**config.mk**
```make
export PLATFORM = sky130hd
export DESIGN_NAME = ahb_master_port
export DESIGN_NICKNAME = d
export VERILOG_FILES = /design/src/rtl/ahb_master_port.sv
export SDC_FILE = /design/constraint.sdc
export NUM_CORES = 1
export LEC_CHECK = 0
export BUFFER_PORTS_ARGS = -buffer_cell sky130_fd_sc_hd__buf_2
export CAP_MARGIN = 40
export CORE_UTILIZATION = 25
export DETAILED_ROUTE_END_ITERATION = 7
export PLACE_DENSITY = 0.57
export SLEW_MARGIN = 0
export SYNTH_ARGS = -nofsm -noshare
export SYNTH_HDL_FRONTEND = slang
export SYNTH_SLANG_ARGS = --single-unit
```
**constraint.sdc**
```tcl
create_clock -name hclk -period 3.81 [get_ports hclk]
set_input_delay 0.381 -clock hclk [delete_from_list [all_inputs] [get_ports hclk]]
set_output_delay 0.381 -clock hclk [all_outputs]
set_load 0.01 [all_outputs]
```
**src/rtl/ahb_master_port.sv**
```systemverilog
// ahb_master_port: turns one engine command into one arbitrated AHB burst (request, grant, pipelined address/data phases).
// Latency: hreq one cycle after accept, NONSEQ one cycle after grant, done one cycle after the last data phase (SINGLE: 4 cycles min).
// Backpressure: hwait stalls address+data phases; cmd_ready only in IDLE; AHB_MASTER_BUSY_EN inserts BUSY when wr_valid is low.

package AHB_package;
  typedef enum logic [2:0] {
    SINGLE = 3'd0,
    INCR   = 3'd1,
    WRAP4  = 3'd2,
    INCR4  = 3'd3,
    WRAP8  = 3'd4,
    INCR8  = 3'd5,
    WRAP16 = 3'd6,
    INCR16 = 3'd7
  } hburst_type;
endpackage

module ahb_master_port
  import AHB_package::*;
#(
  parameter int ADDR_WIDTH = 32,
  parameter int DATA_WIDTH = 32
) (
  input  logic                  hclk,
  input  logic                  hreset,
  // command from the local engine
  input  logic                  cmd_valid,
  output logic                  cmd_ready,
  input  logic [ADDR_WIDTH-1:0] cmd_addr,
  input  logic                  cmd_write,
  input  hburst_type            cmd_burst,
  input  logic [2:0]            cmd_size,
  // arbitration
  output logic                  hreq,
  input  logic                  hgrant,
  input  logic                  hwait,
  // address phase
  output logic [ADDR_WIDTH-1:0] haddr,
  output logic [1:0]            htrans,
  output logic                  hwrite,
  output hburst_type            hburst,
  output logic [2:0]            hsize,
  // bus data
  output logic [DATA_WIDTH-1:0] hwdata,
  input  logic [DATA_WIDTH-1:0] hrdata,
  // engine data streams
  input  logic [DATA_WIDTH-1:0] wr_data,
  input  logic                  wr_valid,
  output logic                  wr_ready,
  output logic [DATA_WIDTH-1:0] rd_data,
  output logic                  rd_valid,
  output logic                  done
);

  localparam logic [1:0] HT_IDLE   = 2'd0;
  localparam logic [1:0] HT_BUSY   = 2'd1;
  localparam logic [1:0] HT_NONSEQ = 2'd2;
  localparam logic [1:0] HT_SEQ    = 2'd3;

`ifdef AHB_MASTER_BUSY_EN
  localparam bit BusyEn = 1'b1;
`else
  localparam bit BusyEn = 1'b0;
`endif

  typedef enum logic [1:0] {ST_IDLE, ST_REQUEST, ST_BURST, ST_LAST} state_t;

  state_t                state_q;
  logic                  cmd_ready_q;
  logic                  hreq_q;
  logic [1:0]            htrans_q;
  logic [ADDR_WIDTH-1:0] haddr_q;
  logic                  hwrite_q;
  hburst_type            hburst_q;
  logic [2:0]            hsize_q;
  logic [3:0]            cnt_q;      // beats still to be issued after the current one
  logic                  dphase_q;   // a data phase is in progress this cycle
  logic                  done_q;

  function automatic logic [3:0] beats_m1(input hburst_type b);
    case (b)
      WRAP4, INCR4:   return 4'd3;
      WRAP8, INCR8:   return 4'd7;
      WRAP16, INCR16: return 4'd15;
      default:        return 4'd0;
    endcase
  endfunction

  function automatic logic is_wrap(input hburst_type b);
    return (b == WRAP4) || (b == WRAP8) || (b == WRAP16);
  endfunction

  logic [ADDR_WIDTH-1:0] step_d;
  logic [ADDR_WIDTH-1:0] blk_mask_d;
  logic [ADDR_WIDTH-1:0] seq_addr_d;
  logic [ADDR_WIDTH-1:0] next_addr_d;

  // Next beat address: linear step, or wrap inside the aligned beats*size block
  always_comb begin
    step_d      = ADDR_WIDTH'(1) << hsize_q;
    blk_mask_d  = ((ADDR_WIDTH'(beats_m1(hburst_q)) + ADDR_WIDTH'(1)) << hsize_q) - ADDR_WIDTH'(1);
    seq_addr_d  = haddr_q + step_d;
    next_addr_d = seq_addr_d;
    if (is_wrap(hburst_q)) begin
      next_addr_d = (haddr_q & ~blk_mask_d) | (seq_addr_d & blk_mask_d);
    end
  end

  logic addr_active;
  logic hold_busy;

  assign addr_active = (htrans_q == HT_NONSEQ) || (htrans_q == HT_SEQ);
  // write data not ready at an advance point: park the bus in BUSY instead of issuing SEQ
  assign hold_busy   = BusyEn && hwrite_q && !wr_valid;

  // Control FSM: request, burst issue, final data phase; all address-phase outputs registered here
  always_ff @(posedge hclk or posedge hreset) begin
    if (hreset) begin
      state_q     <= ST_IDLE;
      cmd_ready_q <= 1'b0;
      hreq_q      <= 1'b0;
      htrans_q    <= HT_IDLE;
      haddr_q     <= '0;
      hwrite_q    <= 1'b0;
      hburst_q    <= SINGLE;
      hsize_q     <= 3'd0;
      cnt_q       <= 4'd0;
      dphase_q    <= 1'b0;
      done_q      <= 1'b0;
    end else begin
      done_q <= 1'b0;
      // an accepted NONSEQ/SEQ opens the data phase of the following cycle(s)
      if (!hwait) begin
        dphase_q <= addr_active;
      end
      case (state_q)
        ST_IDLE: begin
          cmd_ready_q <= 1'b1;
          if (cmd_valid && cmd_ready_q) begin
            cmd_ready_q <= 1'b0;
            hreq_q      <= 1'b1;
            haddr_q     <= cmd_addr;
            hwrite_q    <= cmd_write;
            hburst_q    <= cmd_burst;
            hsize_q     <= cmd_size;
            cnt_q       <= beats_m1(cmd_burst);
            state_q     <= ST_REQUEST;
          end
        end
        ST_REQUEST: begin
          if (hgrant) begin
            htrans_q <= HT_NONSEQ;
            // a single-beat burst drives its last address phase right away
            hreq_q   <= (cnt_q != 4'd0);
            state_q  <= ST_BURST;
          end
        end
        ST_BURST: begin
          if (!hwait) begin
            if (addr_active && (cnt_q == 4'd0)) begin
              htrans_q <= HT_IDLE;
              hreq_q   <= 1'b0;
              state_q  <= ST_LAST;
            end else if (hold_busy) begin
              htrans_q <= HT_BUSY;
            end else begin
              htrans_q <= HT_SEQ;
              haddr_q  <= next_addr_d;
              cnt_q    <= cnt_q - 4'd1;
              // drop the request in the cycle the final address phase appears
              hreq_q   <= (cnt_q != 4'd1);
            end
          end
        end
        ST_LAST: begin
          if (!hwait) begin
            done_q      <= 1'b1;
            cmd_ready_q <= 1'b1;
            state_q     <= ST_IDLE;
          end
        end
        default: begin
          state_q <= ST_IDLE;
        end
      endcase
    end
  end

  assign cmd_ready = cmd_ready_q;
  assign hreq      = hreq_q;
  assign htrans    = htrans_q;
  assign haddr     = haddr_q;
  assign hwrite    = hwrite_q;
  assign hburst    = hburst_q;
  assign hsize     = hsize_q;
  assign done      = done_q;

  // Data phase: completes in any data-phase cycle without a slave wait
  assign wr_ready = dphase_q && hwrite_q && !hwait;
  assign rd_valid = dphase_q && !hwrite_q && !hwait;
  assign hwdata   = (dphase_q && hwrite_q) ? wr_data : '0;
  assign rd_data  = rd_valid ? hrdata : '0;

endmodule

```
==> results_dict.tcl <==
set metrics [dict create \
    vias_in_the_first_global_route 4442 \
    viasPerCell 4.98 \
    io-pin-count 219 \
    clock_insertion_delay_worst_skew_ns 0.31 \
    timing.fmax_ghz 0.325 \
    grt_start_max_net_pins 37 \
    num-nets-final 879 \
    crit_buf_inv 1 \
    detail_route.drc_violations 0 \
    peakVddDrop_mv 0.498 \
    htree_levels 2 \
    overall_die_area_um2 17800 \
    post_route_cells_drive_above_1_share_pct 34.1 \
    worst-r2r-cell-count 10 \
    nFillCells 1787 \
    fin_ws_ns 0.730 \
    min_period_ns 3.08 \
    synth-async-reset-ratio_pct 100 \
    die_width_um 133 \
    synth.largest_area_cell "sky130_fd_sc_hd__dfrtp_1" \
    track_usage_pct 17.2 \
    worst-r2r-setup-slack_ns 0.73 \
    transition_time_at_the_pin_with_the_least_slew_margin_ns 0.815 \
    post-synth-top-area-fraction_pct 29.5 \
    crit_path_end_kind "flop" \
    globalRoute.totalOverflow 0 \
    detailroute.via_count 4848 \
    cell_chain_of_the_critical_path "nor3_1 -> ha_1 -> inv_1 -> fa_1 -> nor2b_1 -> o31a_1 -> a221o_1 -> and2_1 -> o21ai_1 -> a221o_1" \
    postcts_resize_cnt 0 \
    max_cap_violations 0 \
    drtAntennaViolNets 0 \
    setup_cp_type "flop to flop" \
    routed_wire_length_per_instance_um 15.8 \
    netlist_area_um2 4320 \
    finish.utilization_pct 34.8 \
    flow.area_growth_from_synthesis_pct 35.1 \
    worst_path_max_delay_cell "sky130_fd_sc_hd__dfrtp_1" \
    synth_nets 676 \
    top_cell_by_count_worst_path "sky130_fd_sc_hd__a221o_1" \
    critical_path.max_stage_delay_ns 0.58 \
    post_synth_num_cell_types 60 \
    power.density_cell_area_nw_per_um2 839 \
    setup_tns_after_final_layout_ns 0 \
    synth-seq-cells 51 \
    postSynthCellCount 549 \
    clock_tree.root_cell "sky130_fd_sc_hd__clkbuf_16" \
    io_buffers 217 \
    syn_avg_cell_area_um2 7.87 \
    critical_path_peak_fanout 17 \
    power.static_leakage_nw 2.92 \
    clock_sinks 51 \
    dieHeight_um 133 \
    yosysWarnings 0 \
    outcome "finished clean" \
    timing.rr.start "hsize[1]" \
    synth_ff_type "sky130_fd_sc_hd__dfrtp_1" \
    cts_tree "done" \
    synth_sequential_area_ratio_pct 29.5 \
    path_clk_slew_ns 0.08 \
    place_ws_ns 0.762 \
    hold_violations 0 \
    place.detailed.hpwl_mm 11.9 \
    antenna_found_initial 1 \
    synth_most_common_cell "sky130_fd_sc_hd__dfrtp_1" \
    final.period_utilization_pct 80.8 \
    relSlewSlack_pct 45.5 \
    synth.cells.most_frequent "sky130_fd_sc_hd__dfrtp_1 (51), sky130_fd_sc_hd__a21oi_1 (44), sky130_fd_sc_hd__nand2_1 (43)" \
    number_of_buffers_between_clock_root_and_the_deepest_sink 2 \
    drt_iter0_drc 247 \
    drt_pre_antenna_iters 4 \
    hold_fix_buffer_count_after_cts 0 \
    fin_worst_skew_ns 0.00906 \
    cts.repair_timing.setup_buffer_count 0 \
    crit_arrival_ns 3.27 \
    placementRows 47 \
    final-max-slew-violation-count 0 \
    rsz0062_at_grt "false" \
    starting_density_of_the_core_pct 25.8 \
    wire_length_of_the_first_global_routing_pass_mm 24.6 \
    routed_wl_mm 15.4 \
    setup_viol_count_final 0 \
    critical_path_launch_point_type "flop" \
    hold_path_class "primary input to async pin" \
    tritoncts.num_buffers 5 \
    synth_enable_flop_cells 0 \
    yosys-top-cells-area "sky130_fd_sc_hd__dfrtp_1 (30%), sky130_fd_sc_hd__and2_1 (5.8%), sky130_fd_sc_hd__and3_1 (5.8%), sky130_fd_sc_hd__a21oi_1 (5.1%), sky130_fd_sc_hd__ha_1 (4.9%)" \
    required_ns 4.00 \
    core_area_um2 16800 \
    place.gp.congestion 0.842 \
    critical-path-top-delay-family "compound AO/OA/AOI/OAI gates" \
]
[cell usage in the layout, fill, tap and decap left out, drive strengths merged, types with 5 or more instances in the layout]
| cell | instances |
|---|---|
| mux2 | 10 |
| a21oi | 44 |
| clkbuf | 5 |
| nor3b | 6 |
| o211ai | 8 |
| and3 | 40 |
| and2 | 40 |
| and4 | 5 |
| buf | 234 |
| a31oi | 9 |
| mux2i | 14 |
| inv | 20 |
| o21a | 7 |
| nand4 | 11 |
| ha | 17 |
| nor2b | 6 |
| a22oi | 8 |
| nand3 | 23 |
| xnor2 | 5 |
| nand2b | 5 |
| o22ai | 9 |
| nor3 | 16 |
| nor2 | 35 |
| dfrtp | 51 |
| nand2 | 43 |
| o21ai | 30 |
[worst register-to-register path, stage by stage (launching register included)]
cell	delay (ns)
sky130_fd_sc_hd__dfrtp_1	0.58
sky130_fd_sc_hd__nor3_1	0.33
sky130_fd_sc_hd__ha_1	0.23
sky130_fd_sc_hd__inv_1	0.06
sky130_fd_sc_hd__fa_1	0.40
sky130_fd_sc_hd__nor2b_1	0.16
sky130_fd_sc_hd__o31a_1	0.23
sky130_fd_sc_hd__a221o_1	0.33
sky130_fd_sc_hd__and2_1	0.29
sky130_fd_sc_hd__o21ai_1	0.08
sky130_fd_sc_hd__a221o_1	0.29
[metal layers]
| metal | global-route usage [%] | up-vias | part of all wire (%) |
|---|---|---|---|
| met4 | 4.29 | 0 | 1.6 |
| met2 | 26.0 | 122 | 44 |
| li1 | - | 2434 | - |
| met3 | 3.42 | 19 | 5.3 |
| met5 | 0 | - | 0 |
| met1 | 24.8 | 2273 | 49 |
[cells by family after synthesis]
kind of cell,Yosys count,share of synthesized area [%]
XOR/XNOR,5,1.01
flip-flops,51,29.5
AO/OA/AOI/OAI,154,23.1
adder cells (fa/ha/maj),18,5.38
multiplexers,24,5.85
AND/OR/NAND/NOR,240,29.9
buffers and inverters,57,5.21
[cell type report]
class / count / area, um^2 / area share [%]
clock buffer: 5 / 125 / 2.14
antenna: 1 / 2.50 / 0.0429
tap: 220 / 275 / 4.72
inverter: 19 / 71.3 / 1.22
clock inverter: 3 / 47.5 / 0.815
timing repair buffer: 234 / 1210 / 20.8
multi-input combinational: 441 / 2830 / 48.4
sequential: 51 / 1280 / 21.9
[where the power goes]
part           switching, mW  leakage (nW)  internal, mW
combinational           1.74          2.24          1.34
sequential             0.456         0.598         0.807
clock                  0.237        0.0844         0.315
[per-stage QoR]
step / cells / area, um^2 / hold slack, ns / total power [mW]
after floorplan: 549 / 4320 / 0.503 / 3.25
final: 974 / 5840 / 0.181 / 4.90
after detailed placement: 965 / 5660 / 0.509 / 4.34
after CTS: 973 / 5830 / 0.210 / 4.92
after global routing: 974 / 5840 / 0.258 / 5.34
after global placement: 963 / 5650 / 0.509 / 4.30
[worst max-delay path by stage]
| stage | slack [ns] | depth (start not counted) | end | startpoint |
|---|---|---|---|---|
| after global placement | 0.78 | 10 | flop | hsize[1] |
| after CTS | 0.75 | 10 | flop | hsize[1] |
| after detailed placement | 0.76 | 10 | flop | hsize[1] |
| after floorplan | 0.87 | 13 | flop | hsize[1] |
| after global routing | 0.48 | 10 | flop | hsize[1] |
| final | 0.73 | 10 | flop | hsize[1] |
(Power assumes the default switching activity.)
